<file path="config.mk">
export PLATFORM = sky130hd
export DESIGN_NAME = multicycle_controller
export DESIGN_NICKNAME = d
export VERILOG_FILES = /design/src/rtl/cpu_pkg.sv /design/src/rtl/opcode_decoder.sv /design/src/rtl/multicycle_controller.sv
export SDC_FILE = /design/constraint.sdc
export NUM_CORES = 1
export LEC_CHECK = 0
export CAP_MARGIN = 30
export CORE_MARGIN = 1.5
export CORE_UTILIZATION = 30
export CTS_BUF_LIST = sky130_fd_sc_hd__clkbuf_8
export CTS_CLUSTER_DIAMETER = 80
export DETAILED_ROUTE_END_ITERATION = 10
export PLACE_DENSITY_LB_ADDON = 0.05
export SLEW_MARGIN = 20
export SYNTH_ARGS = -nofsm -noshare
export SYNTH_HDL_FRONTEND = slang
export SYNTH_HIERARCHICAL = 1
export SYNTH_SLANG_ARGS = --single-unit
export TNS_END_PERCENT = 30
</file>
<file path="constraint.sdc">
create_clock -name clk -period 2 [get_ports clk]
set_input_delay 0.4 -clock clk [delete_from_list [all_inputs] [get_ports clk]]
set_output_delay 0.4 -clock clk [all_outputs]
set_load 0.05 [all_outputs]
</file>
<file path="src/rtl/cpu_pkg.sv">
// Shared definitions for the multicycle controller: FSM state encodings,
// decoded opcode classes, RV32 base opcode constants and writeback-select codes.
package cpu_pkg;

    typedef enum logic [2:0] {
        ST_FETCH  = 3'd0,
        ST_DECODE = 3'd1,
        ST_EXEC   = 3'd2,
        ST_MEM    = 3'd3,
        ST_WB     = 3'd4,
        ST_TRAP   = 3'd5
    } state_t;

    typedef enum logic [3:0] {
        CLS_R      = 4'd0,
        CLS_I      = 4'd1,
        CLS_LOAD   = 4'd2,
        CLS_STORE  = 4'd3,
        CLS_BRANCH = 4'd4,
        CLS_JAL    = 4'd5,
        CLS_JALR   = 4'd6,
        CLS_LUI    = 4'd7,
        CLS_AUIPC  = 4'd8
    } op_class_t;

    localparam logic [6:0] OPC_R      = 7'b0110011;
    localparam logic [6:0] OPC_I      = 7'b0010011;
    localparam logic [6:0] OPC_LOAD   = 7'b0000011;
    localparam logic [6:0] OPC_STORE  = 7'b0100011;
    localparam logic [6:0] OPC_BRANCH = 7'b1100011;
    localparam logic [6:0] OPC_JAL    = 7'b1101111;
    localparam logic [6:0] OPC_JALR   = 7'b1100111;
    localparam logic [6:0] OPC_LUI    = 7'b0110111;
    localparam logic [6:0] OPC_AUIPC  = 7'b0010111;

    localparam logic [1:0] WB_ALU = 2'd0;
    localparam logic [1:0] WB_MEM = 2'd1;
    localparam logic [1:0] WB_PC4 = 2'd2;

endpackage

</file>
<file path="src/rtl/opcode_decoder.sv">
// Combinational opcode classifier: maps the 7-bit opcode field to an
// instruction class and flags whether the opcode is one the controller supports.
module opcode_decoder
    import cpu_pkg::*;
(
    input  logic [6:0] opcode,
    output logic [3:0] op_class,
    output logic       legal
);

    op_class_t w_class;

    // Classify the opcode; unknown encodings report class R and legal=0
    always_comb begin
        w_class = CLS_R;
        legal   = 1'b1;
        case (opcode)
            OPC_R:      w_class = CLS_R;
            OPC_I:      w_class = CLS_I;
            OPC_LOAD:   w_class = CLS_LOAD;
            OPC_STORE:  w_class = CLS_STORE;
            OPC_BRANCH: w_class = CLS_BRANCH;
            OPC_JAL:    w_class = CLS_JAL;
            OPC_JALR:   w_class = CLS_JALR;
            OPC_LUI:    w_class = CLS_LUI;
            OPC_AUIPC:  w_class = CLS_AUIPC;
            default: begin
                w_class = CLS_R;
                legal   = 1'b0;
            end
        endcase
    end

    assign op_class = w_class;

endmodule

</file>
<file path="src/rtl/multicycle_controller.sv">
// Multicycle CPU control FSM: FETCH -> DECODE -> EXEC -> (MEM) -> (WB).
// Optional build macro ILLEGAL_TRAP_EN: illegal opcodes lock the FSM in TRAP
// (illegal_insn=1 until reset); without it they retire as a NOP from DECODE.
module multicycle_controller
    import cpu_pkg::*;
#(
    parameter int unsigned FETCH_LAT = 1
) (
    input  logic       clk,
    input  logic       reset,
    input  logic       run,
    input  logic [6:0] opcode,
    input  logic       branch_taken,
    input  logic       mem_ready,
    output logic       ins_read_enable,
    output logic       ir_load,
    output logic       pc_write,
    output logic       pc_sel,
    output logic       reg_write_enable,
    output logic       data_read_enable,
    output logic       data_write_enable,
    output logic       retired,
    output logic [1:0] wb_sel,
    output logic [2:0] state,
    output logic       illegal_insn
);

    localparam logic [2:0] LAST_FETCH = 3'(FETCH_LAT - 1);

    state_t     r_state;
    state_t     w_next_state;
    logic [2:0] r_fetch_cnt;
    op_class_t  r_class;
    logic [3:0] w_dec_class;
    logic       w_dec_legal;
    logic       w_fetch_done;
    logic       w_is_jump;

    opcode_decoder u_dec (
        .opcode   (opcode),
        .op_class (w_dec_class),
        .legal    (w_dec_legal)
    );

    assign w_fetch_done = run && (r_fetch_cnt == LAST_FETCH);
    assign w_is_jump    = (r_class == CLS_JAL) || (r_class == CLS_JALR);

    // State register
    always_ff @(posedge clk) begin
        if (reset) r_state <= ST_FETCH;
        else       r_state <= w_next_state;
    end

    // Fetch wait counter: counts run-qualified FETCH cycles, cleared when run drops
    always_ff @(posedge clk) begin
        if (reset)
            r_fetch_cnt <= '0;
        else if (r_state == ST_FETCH && run && !w_fetch_done)
            r_fetch_cnt <= r_fetch_cnt + 3'd1;
        else
            r_fetch_cnt <= '0;
    end

    // Capture the instruction class once, in DECODE; later opcode changes are ignored
    always_ff @(posedge clk) begin
        if (reset)
            r_class <= CLS_R;
        else if (r_state == ST_DECODE)
            r_class <= op_class_t'(w_dec_class);
    end

    // Next-state logic
    always_comb begin
        w_next_state = r_state;
        case (r_state)
            ST_FETCH:  if (w_fetch_done) w_next_state = ST_DECODE;
            ST_DECODE: begin
                if (w_dec_legal) w_next_state = ST_EXEC;
`ifdef ILLEGAL_TRAP_EN
                else             w_next_state = ST_TRAP;
`else
                else             w_next_state = ST_FETCH;
`endif
            end
            ST_EXEC: begin
                if (r_class == CLS_BRANCH)
                    w_next_state = ST_FETCH;
                else if (r_class == CLS_LOAD || r_class == CLS_STORE)
                    w_next_state = ST_MEM;
                else
                    w_next_state = ST_WB;
            end
            ST_MEM: begin
                if (mem_ready)
                    w_next_state = (r_class == CLS_STORE) ? ST_FETCH : ST_WB;
            end
            ST_WB:   w_next_state = ST_FETCH;
            ST_TRAP: w_next_state = ST_TRAP;
            default: w_next_state = ST_FETCH;
        endcase
    end

    // Output decode; everything is forced low while reset is asserted
    always_comb begin
        ins_read_enable   = 1'b0;
        ir_load           = 1'b0;
        pc_write          = 1'b0;
        pc_sel            = 1'b0;
        reg_write_enable  = 1'b0;
        data_read_enable  = 1'b0;
        data_write_enable = 1'b0;
        retired           = 1'b0;
        wb_sel            = WB_ALU;
        if (!reset) begin
            case (r_state)
                ST_FETCH: begin
                    ins_read_enable = run;
                    ir_load         = w_fetch_done;
                end
                ST_DECODE: begin
`ifndef ILLEGAL_TRAP_EN
                    if (!w_dec_legal) begin
                        pc_write = 1'b1;
                        retired  = 1'b1;
                    end
`endif
                end
                ST_EXEC: begin
                    if (r_class == CLS_BRANCH) begin
                        pc_write = 1'b1;
                        pc_sel   = branch_taken;
                        retired  = 1'b1;
                    end
                end
                ST_MEM: begin
                    data_read_enable  = (r_class == CLS_LOAD);
                    data_write_enable = (r_class == CLS_STORE);
                    if (mem_ready && r_class == CLS_STORE) begin
                        pc_write = 1'b1;
                        retired  = 1'b1;
                    end
                end
                ST_WB: begin
                    reg_write_enable = 1'b1;
                    pc_write         = 1'b1;
                    retired          = 1'b1;
                    pc_sel           = w_is_jump;
                    if (r_class == CLS_LOAD) wb_sel = WB_MEM;
                    else if (w_is_jump)      wb_sel = WB_PC4;
                end
                default: ;
            endcase
        end
    end

`ifdef ILLEGAL_TRAP_EN
    assign illegal_insn = !reset && (r_state == ST_TRAP);
`else
    assign illegal_insn = 1'b0;
`endif

    assign state = r_state;

endmodule

</file>
==> results.ini, run 1 <==
[min_path]
hold_class = flip-flop to flip-flop

[sta]
min_period_ns = 1.98
fmax_ghz = 0.505
skew_ns = 0.00381
fin_tns_setup_ns = 0
period_share = 0.989
hold_violations = 0
grt_setup_unrepaired = true
maxSlewViolCount = 0
final-setup-viol-count = 0
fin_ws_ns = 0.0212

[clocking]
cts.sinks = 10
cts_tree = yes
root_buffer = clkbuf_8
holdBufCountCts = 0
path_clk_slew_ns = 0.05
h-tree-depth = 1
insertion_delay_ns = 0.23
cts_inserted_buffers = 3
clock_path_buffers = 2

[synth]
synth-edff-count = 0
ys_async_sr_fraction = 0
yosysSeqAreaShare = 0.220
netlist_area_um2 = 911
ys.flop_type = dfxtp_1
yosysWarnings = 6
synthDistinctLibCells = 47
syn_inst = 120
synth.avg_cell_area_um2 = 7.59
syn-num-nets = 134
ys_ff_latch = 10

[power]
power.share.clock = 0.395
leakage_nw = 0.671
power_frac_seq = 0.321
powerDensity_nw_per_um2 = 397
p_int_uw = 464
total_power_uw = 642
switching_share = 0.278
peakVddDrop_mv = 0.387
p_comb_frac = 0.284
p_sw_uw = 179

[finish]
diodes = 0
nets = 183
layout-drive-gt1-share = 0.482
area_delta_synth_final_pct = 77.5
final_cells = 199

[setup_path]
cp_max_fo = 3
cp_cell_sequence = clkdlybuf4s15_2 -> nand2b_4 -> nand3_2 -> a21oi_2 -> inv_1 -> a221oi_4 -> a211oi_4 -> buf_6
worstPathRequired_ns = 1.60
slowest_delay_ns = 0.26
cp-start-kind = input pin
arrival_ns = 1.58
cp_top_family = compound AO/OA/AOI/OAI gates
slowest_stage = a221oi_4
worst-setup-path-type = input pin to output pin
cp_num_buf_inv = 3
end_kind = output pin

[detailed_routing]
routed_wl_um = 2710
drt_iter0_markers = 42
vias = 1024
drcViolationCount = 0
routedWlPerCell_um = 13.6
avgViaCountPerCell = 5.15
ant_nets = 0
dr.pass1.iters = 6

[global_routing]
grt_pass1_wl_um = 4740
antenna_found_initial = 0
grt_pass1_vias = 1082
overflow = 0
track_usage = 0.179
grt_max_degree = 16

[die]
rows = 19
fp.dieH_um = 58.1
top_level_ports = 26
fp.dieArea_um2 = 3380
core_area_um2 = 2830
die_w_um = 58.1
start_util = 0.322

[run]
drv_cap = 0

[run_status]
outcome = finished, final reports clean

[placed_design]
dpl.hpwl_um = 1810
io_buffers = 24
place_inst = 185
place_ws_ns = -0.513
place_congestion = 0.807

## worst paths after layout
kind                    endpoint  slack, ns  depth (start not counted)            from
hold / removal    r_fetch_cnt[2]       0.53                          2  r_fetch_cnt[2]
hold reg to reg   r_fetch_cnt[2]       0.53                          2  r_fetch_cnt[2]
setup reg to reg  r_fetch_cnt[1]       0.63                          8        state[1]
setup / recovery         retired       0.02                          8       opcode[2]
## state kept, by name (all words and copies together), names as in the netlist
signal	cells
r_fetch_cnt	3
r_class	4
state	3
## Yosys cell counts (all sizes together) (3+ instances only)
library cell	number	area share
a21oi	7	0.038
buf	8	0.059
dfxtp	10	0.22
inv	9	0.037
mux2i	4	0.044
nand2	5	0.021
nand2b	5	0.034
nand3	6	0.033
nand3b	3	0.025
nor2	9	0.037
nor3	8	0.049
nor3b	5	0.054
o21ai	3	0.016
xnor2	3	0.029
## layer usage
layer,global-route usage,part of all wire,vias to the layer above
met3,0.0424,0.051,4
met1,0.224,0.45,469
li1,-,-,518
met4,0.0764,0.012,0
met5,0,0,-
met2,0.294,0.48,33
## through the flow
| step | util | area, um2 | hold slack (ns) |
|---|---|---|---|
| 2_1_floorplan | - | 952 | 0.488 |
| 3_3_place_gp | 0.489 | 1380 | 0.508 |
| 3_5_place_dp | 0.489 | 1380 | 0.517 |
| 4_1_cts | 0.563 | 1590 | 0.531 |
| 5_1_grt | 0.571 | 1620 | 0.579 |
| 6_report | 0.571 | 1620 | 0.530 |
## cell usage in the layout (no fill, tap or decap), types with 4 or more instances in the layout
master         count
nand3_1            4
buf_4             32
dlygate4sd2_1      5
a21oi_1            5
buf_6              4
nor2_1             7
nor3_2             4
nand2b_1           4
dfxtp_1            4
nand2_1            4
mux2i_1            4
buf_12             8
dfxtp_4            4
inv_1              7
clkbuf_8           4
## power groups by stage
stage	Clock [mW]	Sequential (mW)	Combinational, mW
after CTS	0.259	0.208	0.178
after detailed placement	0	0.214	0.164
after global placement	0	0.214	0.164
final	0.253	0.206	0.183
after floorplan	0	0.215	0.0853
after global routing	0.273	0.207	0.197
## cells by family after synthesis
| logic type | after synthesis | synth area share |
|---|---|---|
| compound gates | 21 | 0.151 |
| xor+xnor | 4 | 0.0385 |
| fa+ha+maj | 2 | 0.0275 |
| buf+inv | 19 | 0.104 |
| flops | 10 | 0.220 |
| mux | 4 | 0.0440 |
| other cells | 1 | 0.00412 |
| simple gates | 59 | 0.411 |
## worst reg2reg max path: stages (launching register included)
cell and delay (ns):
dfxtp_4 0.35, buf_4 0.14, nor3_2 0.14, buf_4 0.14, nand3_2 0.09, buf_4 0.15
inv_2 0.07, buf_4 0.10, and3_1 0.13
## final cells by class
type                            count  area (um2)
Multi-Input combinational cell     91         741
Inverter                            9        33.8
Sequential cell                    10         218
Clock buffer                        4        55.1
Timing Repair Buffer               54         531
Fill cell                         256        1210
Tap cell                           31        38.8
## repair_timing
action	CTS	global route
pin swaps	11	4
buffers inserted	10	1
resized for setup	45	4
endpoints found under the setup margin	9	4
Note: power is estimated with default switching activity, not from simulation.
==> run 2, diff against run 1 <==
- GPL_ROUTABILITY_DRIVEN: default -> 0
==> results of run 2 <==
No change in the layout: final DEF, timing and power equal those of run 1.
